--- config.mk ---
export PLATFORM = sky130hd
export DESIGN_NAME = lcd_controller
export DESIGN_NICKNAME = d
export VERILOG_FILES = /design/src/rtl/lcd_pkg.sv /design/src/rtl/lcd_strobe_timer.sv /design/src/rtl/lcd_controller.sv
export SDC_FILE = /design/constraint.sdc
export NUM_CORES = 1
export LEC_CHECK = 0
export CAP_MARGIN = 20
export CORE_MARGIN = 1
export CORE_UTILIZATION = 60
export DETAILED_ROUTE_END_ITERATION = 6
export GPL_TIMING_DRIVEN = 0
export PLACE_DENSITY = 0.93
export SYNTH_ARGS = -nofsm -noshare
export SYNTH_HDL_FRONTEND = slang
export SYNTH_HIERARCHICAL = 1
export SYNTH_SLANG_ARGS = --single-unit
--- constraint.sdc ---
create_clock -name clk -period 9.2 [get_ports clk]
set_input_delay 1.84 -clock clk [delete_from_list [all_inputs] [get_ports clk]]
set_output_delay 1.84 -clock clk [all_outputs]
set_load 0.01 [all_outputs]
--- src/rtl/lcd_pkg.sv ---
// Shared types and constants for the HD44780-class character LCD sequencer:
// state encoding, init command ROM, pin bit positions and opcode helpers.
package lcd_pkg;

   typedef enum logic [2:0] {
      ST_POWERON,
      ST_INIT_LOAD,
      ST_SETUP,
      ST_PULSE,
      ST_HOLD,
      ST_WAIT,
      ST_IDLE
   } state_t;

   localparam int INIT_LEN   = 5;
   localparam int INIT_IDX_W = 3;

   localparam int PIN_RS = 10;
   localparam int PIN_RW = 9;
   localparam int PIN_E  = 8;

   localparam logic [7:0] OP_CLEAR = 8'h01;
   localparam logic [7:0] OP_HOME  = 8'h02;

   // Function set 8-bit/2-line (twice), display on, clear, entry mode increment.
   function automatic logic [7:0] init_rom(input logic [INIT_IDX_W-1:0] idx);
      logic [7:0] value;
      case (idx)
         3'd0:    value = 8'h38;
         3'd1:    value = 8'h38;
         3'd2:    value = 8'h0C;
         3'd3:    value = 8'h01;
         default: value = 8'h06;
      endcase
      return value;
   endfunction

   // Clear (0x01) and home (0x02/0x03) need the long execution time; bit 0 of home is don't-care.
   function automatic logic is_long_cmd(input logic rs, input logic [7:0] data);
      return !rs && ((data == OP_CLEAR) || (data[7:1] == OP_HOME[7:1]));
   endfunction

   function automatic int max_of(input int a, input int b);
      return (a > b) ? a : b;
   endfunction

endpackage

--- src/rtl/lcd_strobe_timer.sv ---
// Shared down-counter pacing every sequencer state: load N-1 on entry,
// the state is done once the count reads zero.
module lcd_strobe_timer #(
   parameter int WIDTH = 8
) (
   input  logic             clk,
   input  logic             load,
   input  logic [WIDTH-1:0] load_value,
   output logic             zero
);

   logic [WIDTH-1:0] count_reg;

   // The owner asserts load during reset, so no separate reset term is needed.
   always_ff @(posedge clk) begin
      if (load) begin
         count_reg <= load_value;
      end else if (count_reg != '0) begin
         count_reg <= count_reg - 1'b1;
      end
   end

   assign zero = (count_reg == '0);

endmodule

--- src/rtl/lcd_controller.sv ---
// Write-only character LCD sequencer: power-on wait, fixed init sequence,
// then host byte writes with all E-strobe and busy timing generated here.
module lcd_controller
   import lcd_pkg::*;
#(
   parameter int POWERON_CYCLES    = 750000,
   parameter int SETUP_CYCLES      = 4,
   parameter int PULSE_CYCLES      = 12,
   parameter int CMD_WAIT_CYCLES   = 2500,
   parameter int CLEAR_WAIT_CYCLES = 82000
) (
   input  logic        clk,
   input  logic        rst_in,
   input  logic        wrValid,
   input  logic        wrRS,
   input  logic [7:0]  wrData,
   output logic        wrReady,
   output logic        initDone,
   output logic [10:0] lcdPins
);

   localparam int MAX_CYCLES = max_of(max_of(POWERON_CYCLES, CLEAR_WAIT_CYCLES),
                                      max_of(max_of(SETUP_CYCLES, PULSE_CYCLES), CMD_WAIT_CYCLES));
   localparam int CNT_W = $clog2(MAX_CYCLES + 1);

   state_t                  state_reg;
   state_t                  state_next;
   logic                    rs_reg;
   logic [7:0]              data_reg;
   logic                    init_done_reg;
   logic [INIT_IDX_W-1:0]   init_idx_reg;
   logic                    last_init;
   logic                    timer_load;
   logic [CNT_W-1:0]        timer_value;
   logic                    timer_zero;
   logic                    e_pin;
   logic                    ready;

   assign last_init = (init_idx_reg == INIT_IDX_W'(INIT_LEN - 1));

   lcd_strobe_timer #(
      .WIDTH(CNT_W)
   ) u_timer (
      .clk       (clk),
      .load      (timer_load),
      .load_value(timer_value),
      .zero      (timer_zero)
   );

   always_ff @(posedge clk) begin
      if (!rst_in) begin
         state_reg <= ST_POWERON;
      end else begin
         state_reg <= state_next;
      end
   end

   // Latched byte and init progress; RS/Data only change on a ROM load or host transfer.
   always_ff @(posedge clk) begin
      if (!rst_in) begin
         rs_reg        <= 1'b0;
         data_reg      <= 8'h00;
         init_done_reg <= 1'b0;
         init_idx_reg  <= '0;
      end else begin
         if (state_reg == ST_INIT_LOAD) begin
            rs_reg   <= 1'b0;
            data_reg <= init_rom(init_idx_reg);
         end else if ((state_reg == ST_IDLE) && wrValid) begin
            rs_reg   <= wrRS;
            data_reg <= wrData;
         end
         if ((state_reg == ST_WAIT) && timer_zero && !init_done_reg) begin
            if (last_init) begin
               init_done_reg <= 1'b1;
            end else begin
               init_idx_reg <= init_idx_reg + 1'b1;
            end
         end
      end
   end

   always_comb begin
      state_next = state_reg;
      case (state_reg)
         ST_POWERON:   if (timer_zero) state_next = ST_INIT_LOAD;
         ST_INIT_LOAD: state_next = ST_SETUP;
         ST_SETUP:     if (timer_zero) state_next = ST_PULSE;
         ST_PULSE:     if (timer_zero) state_next = ST_HOLD;
         ST_HOLD:      if (timer_zero) state_next = ST_WAIT;
         ST_WAIT: begin
            if (timer_zero) begin
               state_next = (init_done_reg || last_init) ? ST_IDLE : ST_INIT_LOAD;
            end
         end
         ST_IDLE:      if (wrValid) state_next = ST_SETUP;
         default:      state_next = ST_POWERON;
      endcase
   end

   // Every state change reloads the timer with the duration of the state being entered.
   always_comb begin
      timer_load  = !rst_in || (state_next != state_reg);
      timer_value = '0;
      if (!rst_in) begin
         timer_value = CNT_W'(POWERON_CYCLES - 1);
      end else begin
         case (state_next)
            ST_POWERON: timer_value = CNT_W'(POWERON_CYCLES - 1);
            ST_SETUP:   timer_value = CNT_W'(SETUP_CYCLES - 1);
            ST_PULSE:   timer_value = CNT_W'(PULSE_CYCLES - 1);
            ST_HOLD:    timer_value = CNT_W'(SETUP_CYCLES - 1);
            ST_WAIT: begin
               if (is_long_cmd(rs_reg, data_reg)) begin
                  timer_value = CNT_W'(CLEAR_WAIT_CYCLES - 1);
               end else begin
                  timer_value = CNT_W'(CMD_WAIT_CYCLES - 1);
               end
            end
            default:    timer_value = '0;
         endcase
      end
   end

   always_comb begin
      e_pin = (state_reg == ST_PULSE);
      ready = (state_reg == ST_IDLE);
   end

   always_comb begin
      lcdPins         = '0;
      lcdPins[PIN_RS] = rs_reg;
      lcdPins[PIN_RW] = 1'b0;
      lcdPins[PIN_E]  = e_pin;
      lcdPins[7:0]    = data_reg;
   end

   assign wrReady  = ready;
   assign initDone = init_done_reg;

endmodule

==> results of run 1 <==
[final cells by class]
cell class                      instances  area [sq um]  share of cell area
Buffer                                 18         93.84             0.03515
Clock buffer                            7         76.32             0.02858
Clock inverter                          1         5.005            0.001874
Inverter                               12         45.04             0.01687
Multi-Input combinational cell        194          1249              0.4677
Sequential cell                        36         920.9              0.3449
Tap cell                               48         60.06             0.02249
Timing Repair Buffer                   22         220.2             0.08247
[placed cells by master, fill, tap and decap left out, types with 4 or more instances in the layout]
cell type,netlist,layout
nand2_1,33,33
o21ai_0,24,24
clkdlybuf4s50_1,0,22
nor2_1,20,20
edfxtp_1,20,20
dfxtp_1,16,16
inv_1,12,12
clkbuf_1,10,12
xor2_1,9,9
xnor2_1,8,8
nor3_1,7,7
a21oi_1,7,7
ha_1,7,7
mux2i_1,6,6
conb_1,1,6
nor4_1,5,5
a31oi_1,5,5
clkbuf_8,0,5
buf_4,4,4
nand3_1,4,4
o31ai_1,4,4
nand4_1,4,4
or4_1,4,4
[cells by family (layout without fill, tap and decap cells)]
kind of cell | Yosys count | after routing | synth area share
other cells | 1 | 6 | 0.001638
flops | 36 | 36 | 0.4022
simple gates | 101 | 101 | 0.2514
buf+inv | 30 | 60 | 0.06065
compound gates | 57 | 57 | 0.1547
mux | 6 | 6 | 0.02623
xor+xnor | 17 | 17 | 0.06503
fa+ha+maj | 7 | 7 | 0.03825
[metrics by stage]
stage          hold WS, ps  instances    util
6_report             536.1        338  0.7293
5_1_grt              564.4        338  0.7293
4_1_cts              539.5        338  0.7293
3_5_place_dp         525.5        330  0.7071
3_3_place_gp         503.2        330  0.7071
2_1_floorplan        488.6        260       -
[worst min-delay path by stage]
stage,end
after CTS,rs_reg
after detailed placement,rs_reg
after floorplan,rs_reg
final,rs_reg
after global placement,data_reg[0]
after global routing,rs_reg
[metal layers]
metal  part of all wire  GRT usage  wire length [um]  up-vias
met4              0.023     0.1278               113        0
met5                  0          0                 0        -
met3              0.039    0.05714               189       13
met2               0.51     0.4734              2478       51
met1               0.43     0.2934              2114      925
li1                   -          -                 -      984
[where the power goes]
part | internal, W | total (W) | switching [W] | leakage, nW
clock | 0.0000532 | 0.000110 | 0.0000564 | 0.0422
sequential | 0.000179 | 0.000190 | 0.0000114 | 0.335
combinational | 0.0000150 | 0.0000328 | 0.0000178 | 0.648
total | 0.000247 | 0.000333 | 0.0000857 | 1.03
[worst max-delay path: stages (launching register included)]
cell      delay (ps)
edfxtp_1         460
or4_1            560
or4_4            450
nor4_4           300
clkbuf_1         380
o221ai_1         180
o211ai_1         130
clkbuf_1         280
inv_1            190
nand2_1          660
==> flow_summary.json, run 1 <==
{
  "status": "finished clean",
  "worst_pin_slew_ps": 830.2,
  "crit_fanout": 20,
  "slew_headroom": 0.4452,
  "finalClockSkew_ps": 10.22,
  "antenna_found_initial": 0,
  "leakage_nw": 1.026,
  "clk_latency_ps": 290,
  "async_reset_ff_frac": 0,
  "path_clk_slew_ps": 80,
  "synth.largest_area_cell": "edfxtp_1",
  "core_sq_um": 3661,
  "cts_resized": 0,
  "via_count": 1973,
  "grt_usage": 0.2642,
  "hp-class": "register to register",
  "yosysMostFrequentCell": "nand2_1",
  "cp-start-kind": "register",
  "overflow": 0,
  "synthDominantCellAreaShare": 0.2623,
  "clock-sinks": 36,
  "hold_depth": 2,
  "syn_inst": 255,
  "synthTopCellsByArea": "edfxtp_1 26%, dfxtp_1 14%, nand2_1 5.4%",
  "ir_drop_uv": 114.0,
  "viasPerCell": 5.837,
  "grt_pass1_vias": 1953,
  "worstHoldStart": "rs_reg",
  "hold_buffers": 0,
  "synth-edff-count": 20,
  "p_per_area_nw_per_um2": 124.5,
  "n_fill_cell": 266,
  "portBuffers": 22,
  "fin_ws_ps": 5226,
  "rsz0062_at_grt": "no",
  "htreeDepth": 2,
  "yosysSeqAreaShare": 0.4022,
  "die_w_um": 63.78,
  "grt_max_degree": 21,
  "drtIter0Drc": 145,
  "power_w": 0.0003325,
  "avgRoutedWirePerCell_um": 14.48,
  "drcViolationCount": 0,
  "ys_ff_latch": 36,
  "fmax_mhz": 251.6,
  "maxSlewViolCount": 0,
  "critPathKind": "register to register",
  "end_kind": "register",
  "reg2reg_slack_ps": 5230,
  "area_delta_synth_final_pct": 16.61,
  "die_h_um": 63.78,
  "reg2regPathDepth": 9,
  "timing.rr.end": "u_timer/count_reg[9]",
  "cts_buffer_depth": 2,
  "critPathLaunch": "u_timer/count_reg[16]",
  "cts_inserted_buffers": 5,
  "avgSynthCellArea_sq_um": 8.979,
  "cts_root_buffer": "clkbuf_8",
  "cp-endpoint": "u_timer/count_reg[9]",
  "synth_cell_types": 51,
  "nets": 308,
  "cp.arrival_ps": 3890,
  "start_util": 0.6254,
  "fp-row-count": 22,
  "dieArea_sq_um": 4067,
  "antenna_cells": 0,
  "cts_tree": "built",
  "period_needed_ps": 3974,
  "hpwl_um": 3540,
  "finalSetupTns_ps": 0,
  "hold_viol": 0,
  "netlist_area_sq_um": 2290,
  "final_area_sq_um": 2670,
  "post_dp_cell_area_sq_um": 2589,
  "synth_commonest_cells": "33 x nand2_1, 24 x o21ai_0, 20 x edfxtp_1, 20 x nor2_1, 16 x dfxtp_1",
  "io_pins": 25,
  "firstDrtPassIters": 5,
  "r2r-start": "u_timer/count_reg[16]",
  "dp_slack_ps": 5063,
  "cp.required_ps": 9120,
  "final_layout_size_suffix_gt1_frac": 0.07931,
  "ant_nets": 0,
  "grt_pass1_wl_um": 8404,
  "synth_flop_cell": "edfxtp_1",
  "gp_congestion": 0.8641,
  "setup-violations-final": 0,
  "finalWirelength_um": 4895,
  "largest_register_ffs": 20,
  "max_cap_violations": 0,
  "cts_setup_buffers": 0,
  "yosys_warnings": 6,
  "fin_crit_sh": 0.4320
}
(Power assumes the default switching activity.)
==> inputs of run 2 (changes only) <==
- CORE_UTILIZATION: 60 -> 56
- PLACE_DENSITY: 0.93 -> 0.88
- clock period: 9.2 -> 3.8 ns (I/O delays scaled with it)
==> flow_summary.json, run 2 (same netlist as run 1, synthesis figures left out) <==
{
  "final_layout_size_suffix_gt1_frac": 0.09655,
  "status": "finished clean",
  "crit_fanout": 20,
  "firstDrtPassIters": 4,
  "cp-start-kind": "register",
  "avgRoutedWirePerCell_um": 14.04,
  "clk_latency_ps": 280,
  "fmax_mhz": 285.3,
  "largest_register_ffs": 20,
  "cts_tree": "built",
  "post_dp_cell_area_sq_um": 2589,
  "final_area_sq_um": 2691,
  "nets": 308,
  "hold_depth": 2,
  "finalHoldWorstSlack_ps": 518.2,
  "most-common-layout-cells": "32 x nand2_1, 24 x o21ai_0, 22 x clkdlybuf4s50_1, 20 x nor2_1, 20 x edfxtp_1",
  "max_cap_violations": 0,
  "cts_setup_buffers": 0,
  "hold_buffers": 0,
  "via_count": 1947,
  "slowest_delay_ps": 570,
  "ant_nets": 0,
  "n_fill_cell": 276,
  "area_delta_synth_final_pct": 17.54,
  "maxSlewViolCount": 0,
  "ir_drop_uv": 178.2,
  "cts_buffer_depth": 2,
  "slew_headroom": 0.5216,
  "viasPerCell": 5.760,
  "p_sw_w": 0.0002075,
  "grt_usage": 0.2502,
  "hold_viol": 0,
  "clockPowerShare": 0.342,
  "gp_congestion": 0.8439,
  "period_needed_ps": 3505,
  "die_h_um": 65.95,
  "finalClockSkew_ps": 6.905,
  "p_int_w": 0.0006138,
  "r2r-start": "u_timer/count_reg[16]",
  "multi_input_area_sq_um": 1256,
  "swShare": 0.2527,
  "hp-class": "register to register",
  "cts_inserted_buffers": 5,
  "cts_root_buffer": "clkbuf_8",
  "reg2reg_slack_ps": 300,
  "leakage_nw": 1.050,
  "hpwl_um": 3367,
  "fin_crit_sh": 0.9223,
  "htreeDepth": 2,
  "p_comb_frac": 0.098,
  "grt_max_degree": 21,
  "worstHoldStart": "data_reg[0]",
  "finalWirelength_um": 4747,
  "antenna_cells": 0,
  "final-seq-area_sq_um": 920.9,
  "cp.required_ps": 3760,
  "critPathKind": "register to register",
  "die_w_um": 65.95,
  "rsz0062_at_grt": "no",
  "setup-violations-final": 0,
  "dieArea_sq_um": 4349,
  "drtIter0Drc": 164,
  "io_pins": 25,
  "drcViolationCount": 0,
  "start_util": 0.6028,
  "overflow": 0,
  "hold_end": "data_reg[0]",
  "p_per_area_nw_per_um2": 305.2,
  "cp.arrival_ps": 3470,
  "core_sq_um": 3799,
  "fin_ws_ps": 295.1,
  "clock-sinks": 36,
  "grt_pass1_wl_um": 8411,
  "path_cells": "or4_1 > or4_4 > nor4_4 > clkbuf_2 > o221ai_1 > o211ai_1 > clkbuf_1 > inv_1 > nand2_4",
  "path_clk_slew_ps": 70,
  "worst_pin_slew_ps": 716.0,
  "layout_commonest_cell": "nand2_1",
  "portBuffers": 22,
  "dp_slack_ps": -133.6,
  "seqPwrFrac": 0.561,
  "crit_path_top_delay_cell": "or4_1",
  "reg2regPathDepth": 9,
  "fp-row-count": 22,
  "end_kind": "register",
  "timing.rr.end": "u_timer/count_reg[13]",
  "grt_pass1_vias": 1891,
  "antenna_found_initial": 0
}
## run 2: how the worst max path moves through the flow
| stage | startpoint | slack (ps) | cells after the start | endpoint |
|---|---|---|---|---|
| CTS | u_timer/count_reg[16] | 70 | 9 | u_timer/count_reg[4] |
| global route | u_timer/count_reg[16] | 50 | 9 | u_timer/count_reg[14] |
| detailed placement | u_timer/count_reg[16] | -130 | 9 | u_timer/count_reg[7] |
| finish | u_timer/count_reg[16] | 300 | 9 | u_timer/count_reg[13] |
| global placement | u_timer/count_reg[16] | -80 | 9 | u_timer/count_reg[5] |
| floorplan | u_timer/count_reg[16] | 420 | 9 | u_timer/count_reg[0] |
## run 2: power by group through the flow
stage | logic, W | clock network (W) | registers [W]
2_1_floorplan | 0.0000544 | 0 | 0.000461
3_3_place_gp | 0.0000750 | 0 | 0.000466
3_5_place_dp | 0.0000768 | 0 | 0.000468
4_1_cts | 0.0000785 | 0.000288 | 0.000460
5_1_grt | 0.0000916 | 0.000299 | 0.000463
6_report | 0.0000801 | 0.000281 | 0.000461
## run 2: layer usage
| metal | vias to the layer above | track usage | routed length, um |
|---|---|---|---|
| met4 | 0 | 0.07979 | 63 |
| met2 | 55 | 0.4145 | 2303 |
| met5 | - | 0 | 0 |
| li1 | 977 | - | - |
| met3 | 8 | 0.05345 | 210 |
| met1 | 907 | 0.3232 | 2169 |
## run 2: what timing repair did
action / CTS / global route
endpoints found under the hold margin: 0 / 0
gates resized for setup: 1 / 5
setup endpoints to repair: 20 / 25
pin swaps: 0 / 0
## run 2: critical path, delay by kind of cell, from the launching register on
| family | cells | cell delay, ps |
|---|---|---|
| DFF | 1 | 470 |
| and+or+nand+nor | 4 | 1640 |
| buffers and inverters | 3 | 780 |
| AOI/OAI and AO/OA | 2 | 280 |
## run 2: cell type report
cell class,count,area share
Clock inverter,2,0.003719
Multi-Input combinational cell,194,0.4668
Tap cell,48,0.02232
Buffer,18,0.03580
Timing Repair Buffer,22,0.08182
Sequential cell,36,0.3422
Clock buffer,6,0.03068
Inverter,12,0.01674
## run 2: per-stage QoR
step           setup TNS (ps)    util  std cells  power [W]
2_1_floorplan               0       -        260  0.0005154
3_3_place_gp            -1674  0.6815        330  0.0005413
3_5_place_dp            -2666  0.6815        330  0.0005452
4_1_cts                     0  0.7065        338  0.0008258
5_1_grt                     0  0.7085        338  0.0008545
6_report                    0  0.7085        338  0.0008213
==> RTL edit: new RTL, config.mk and constraints of run 2 <==
`CMD_WAIT_CYCLES`: 2500 -> 1250.
--- a/src/rtl/lcd_controller.sv
+++ b/src/rtl/lcd_controller.sv
@@ -6,7 +6,7 @@
    parameter int POWERON_CYCLES    = 750000,
    parameter int SETUP_CYCLES      = 4,
    parameter int PULSE_CYCLES      = 12,
-   parameter int CMD_WAIT_CYCLES   = 2500,
+   parameter int CMD_WAIT_CYCLES   = 1250,
    parameter int CLEAR_WAIT_CYCLES = 82000
 ) (
    input  logic        clk,
Formal check against the unedited RTL: same outputs for any inputs over 10 cycles, from zero or initial values and one cycle with rst_in low; that may be too few to reach the edited logic, so the function may still have changed.
==> RTL edit against run 2 <==
Worst setup slack improved by 11 ps; global-route usage fell by 0.42 points; total power fell by 6.7%; clock power fell by 7.1%; sequential cell count did not move; count of clock-buffer cells in the layout did not move; largest power group unchanged; area after synthesis rose by 1.5%; routed wire length rose by 5.5%; cell area rose by 0.60%.
==> RTL edit: results (changes against run 2) <==
Cells and area
  • Fillers: 315 (+14%)
  • Fin nets: 307 (-0.32%)
  • Layout cells sized above 1: 11.03% (+1.4 points)

Logic synthesis
  • Register area share after synthesis: 39.63% (-0.58 points)
  • Top cells by area, synth: edfxtp_1, dfxtp_1, nand2_1
  • Post-synth cell types: 54 (+5.9%)
  • Synth top cells by count: nand2_1, o21ai_0, edfxtp_1, dfxtp_1, nor2_1
  • Syn. warnings: 6 (unchanged)

Outcome
  • Outcome: completed

Setup path
  • Crit path DAT: 3430 ps (-40 ps)
  • Crit-path max cell delay: 590 ps (+20 ps)

Pwr
  • VDD IR max: 0.2629 mV (+48%)
  • Static leakage: 0.9960 nW (-5.1%)

Routing
  • Drt first-iter violations: 119 (-27%)
  • Met2 WL post-DR: 2483 um (+7.8%)
  • DRT met1 WL: 2214 um (+2.1%)
  • Pre-Repair DR Iteration Count: 4 (unchanged)
  • Met3 WL post-DR: 155 um (-26%)
  • Routed wire length: 5008 um (+5.5%)

Placement
  • Post-DP HPWL: 3631 um (+7.8%)
  • Dpl cell area: 2625 sq um (+1.4%)
  • RD Place Congestion: 0.8447 (about the same)

Global routing
  • Vias in the first global route: 1846 (-2.4%)
  • Overall routing resource usage: 24.60% (-0.42 points)

STA
  • Slew HR: 54.21% (+2.1 points)

Clock network
  • CTS Buffer Depth: 2 (unchanged)
  • Post-CTS Resized: 0 (-1)
  • Total CTS buffers: 5 (unchanged)
==> RTL edit: cell count changes after synthesis, sizes merged, moves of 3 or more <==
cell           run 2  this run
o21ai             26        29
clkbuf            10         7
and2               3         8
nor2              20        14
nor3               8         5
o221ai             3         0
a21oi              7        12
nor2b              3         6
o211a              3         0
==> RTL edit: layer usage <==
layer | track usage (%) | vias to the layer above
met2 | 41.71 | 34
met4 | 13.30 | 0
met3 | 6.379 | 16
met5 | 0 | -
met1 | 27.98 | 920
li1 | - | 978
==> RTL edit: final timing paths <==
check                                      startpoint                   end  slack, ps  cells after the start
worst max register to register  u_timer/count_reg[16]  u_timer/count_reg[2]        310                     11
worst min register to register            data_reg[6]           data_reg[6]        470                      2
worst min-delay path                      data_reg[6]           data_reg[6]        470                      2
worst max-delay path            u_timer/count_reg[16]  u_timer/count_reg[2]        310                     11
==> RTL edit: logic make-up (layout without fill, tap and decap cells) <==
logic type      after synthesis  after routing  share of synthesized area, %
other cells                   1              6                        0.1614
simple gates                103            103                         26.17
fa+ha+maj                     6              6                         3.231
mux                           7              7                         3.016
flops                        36             36                         39.63
buf+inv                      26             56                         6.139
xor+xnor                     17             17                         6.408
compound gates               59             59                         15.24
==> RTL edit: power by group <==
group / leakage, nW / switching, mW / internal, mW / total [mW]
combinational: 0.624 / 0.0330 / 0.0286 / 0.0617
sequential: 0.332 / 0.0183 / 0.426 / 0.444
clock: 0.0403 / 0.136 / 0.125 / 0.261
total: 0.996 / 0.187 / 0.579 / 0.766
==> RTL edit: critical path: cells and delay by family (launching register included) <==
kind	cells	cell delay (ps)
simple gates	5	1800
buf+inv	4	700
flops	1	460
compound gates	2	160
==> RTL edit: through the flow <==
step	worst slack [ps]	total power, mW	cells
3_5_place_dp	109.3	0.5130	332
4_1_cts	78.72	0.7701	340
5_1_grt	79.39	0.7981	340
6_report	306.5	0.7664	340
2_1_floorplan	548.7	0.4869	260
3_3_place_gp	135.9	0.5097	332
==> RTL edit: final cells by class <==
type / count / area (sq um) / area share, %
sequential: 36 / 920.9 / 34.01
clock buffer: 6 / 72.57 / 2.680
clock inverter: 2 / 7.507 / 0.2773
multi-input combinational: 198 / 1281 / 47.32
timing repair buffer: 22 / 220.2 / 8.133
buffer: 16 / 102.6 / 3.789
inverter: 10 / 40.04 / 1.479
tap: 50 / 62.56 / 2.311
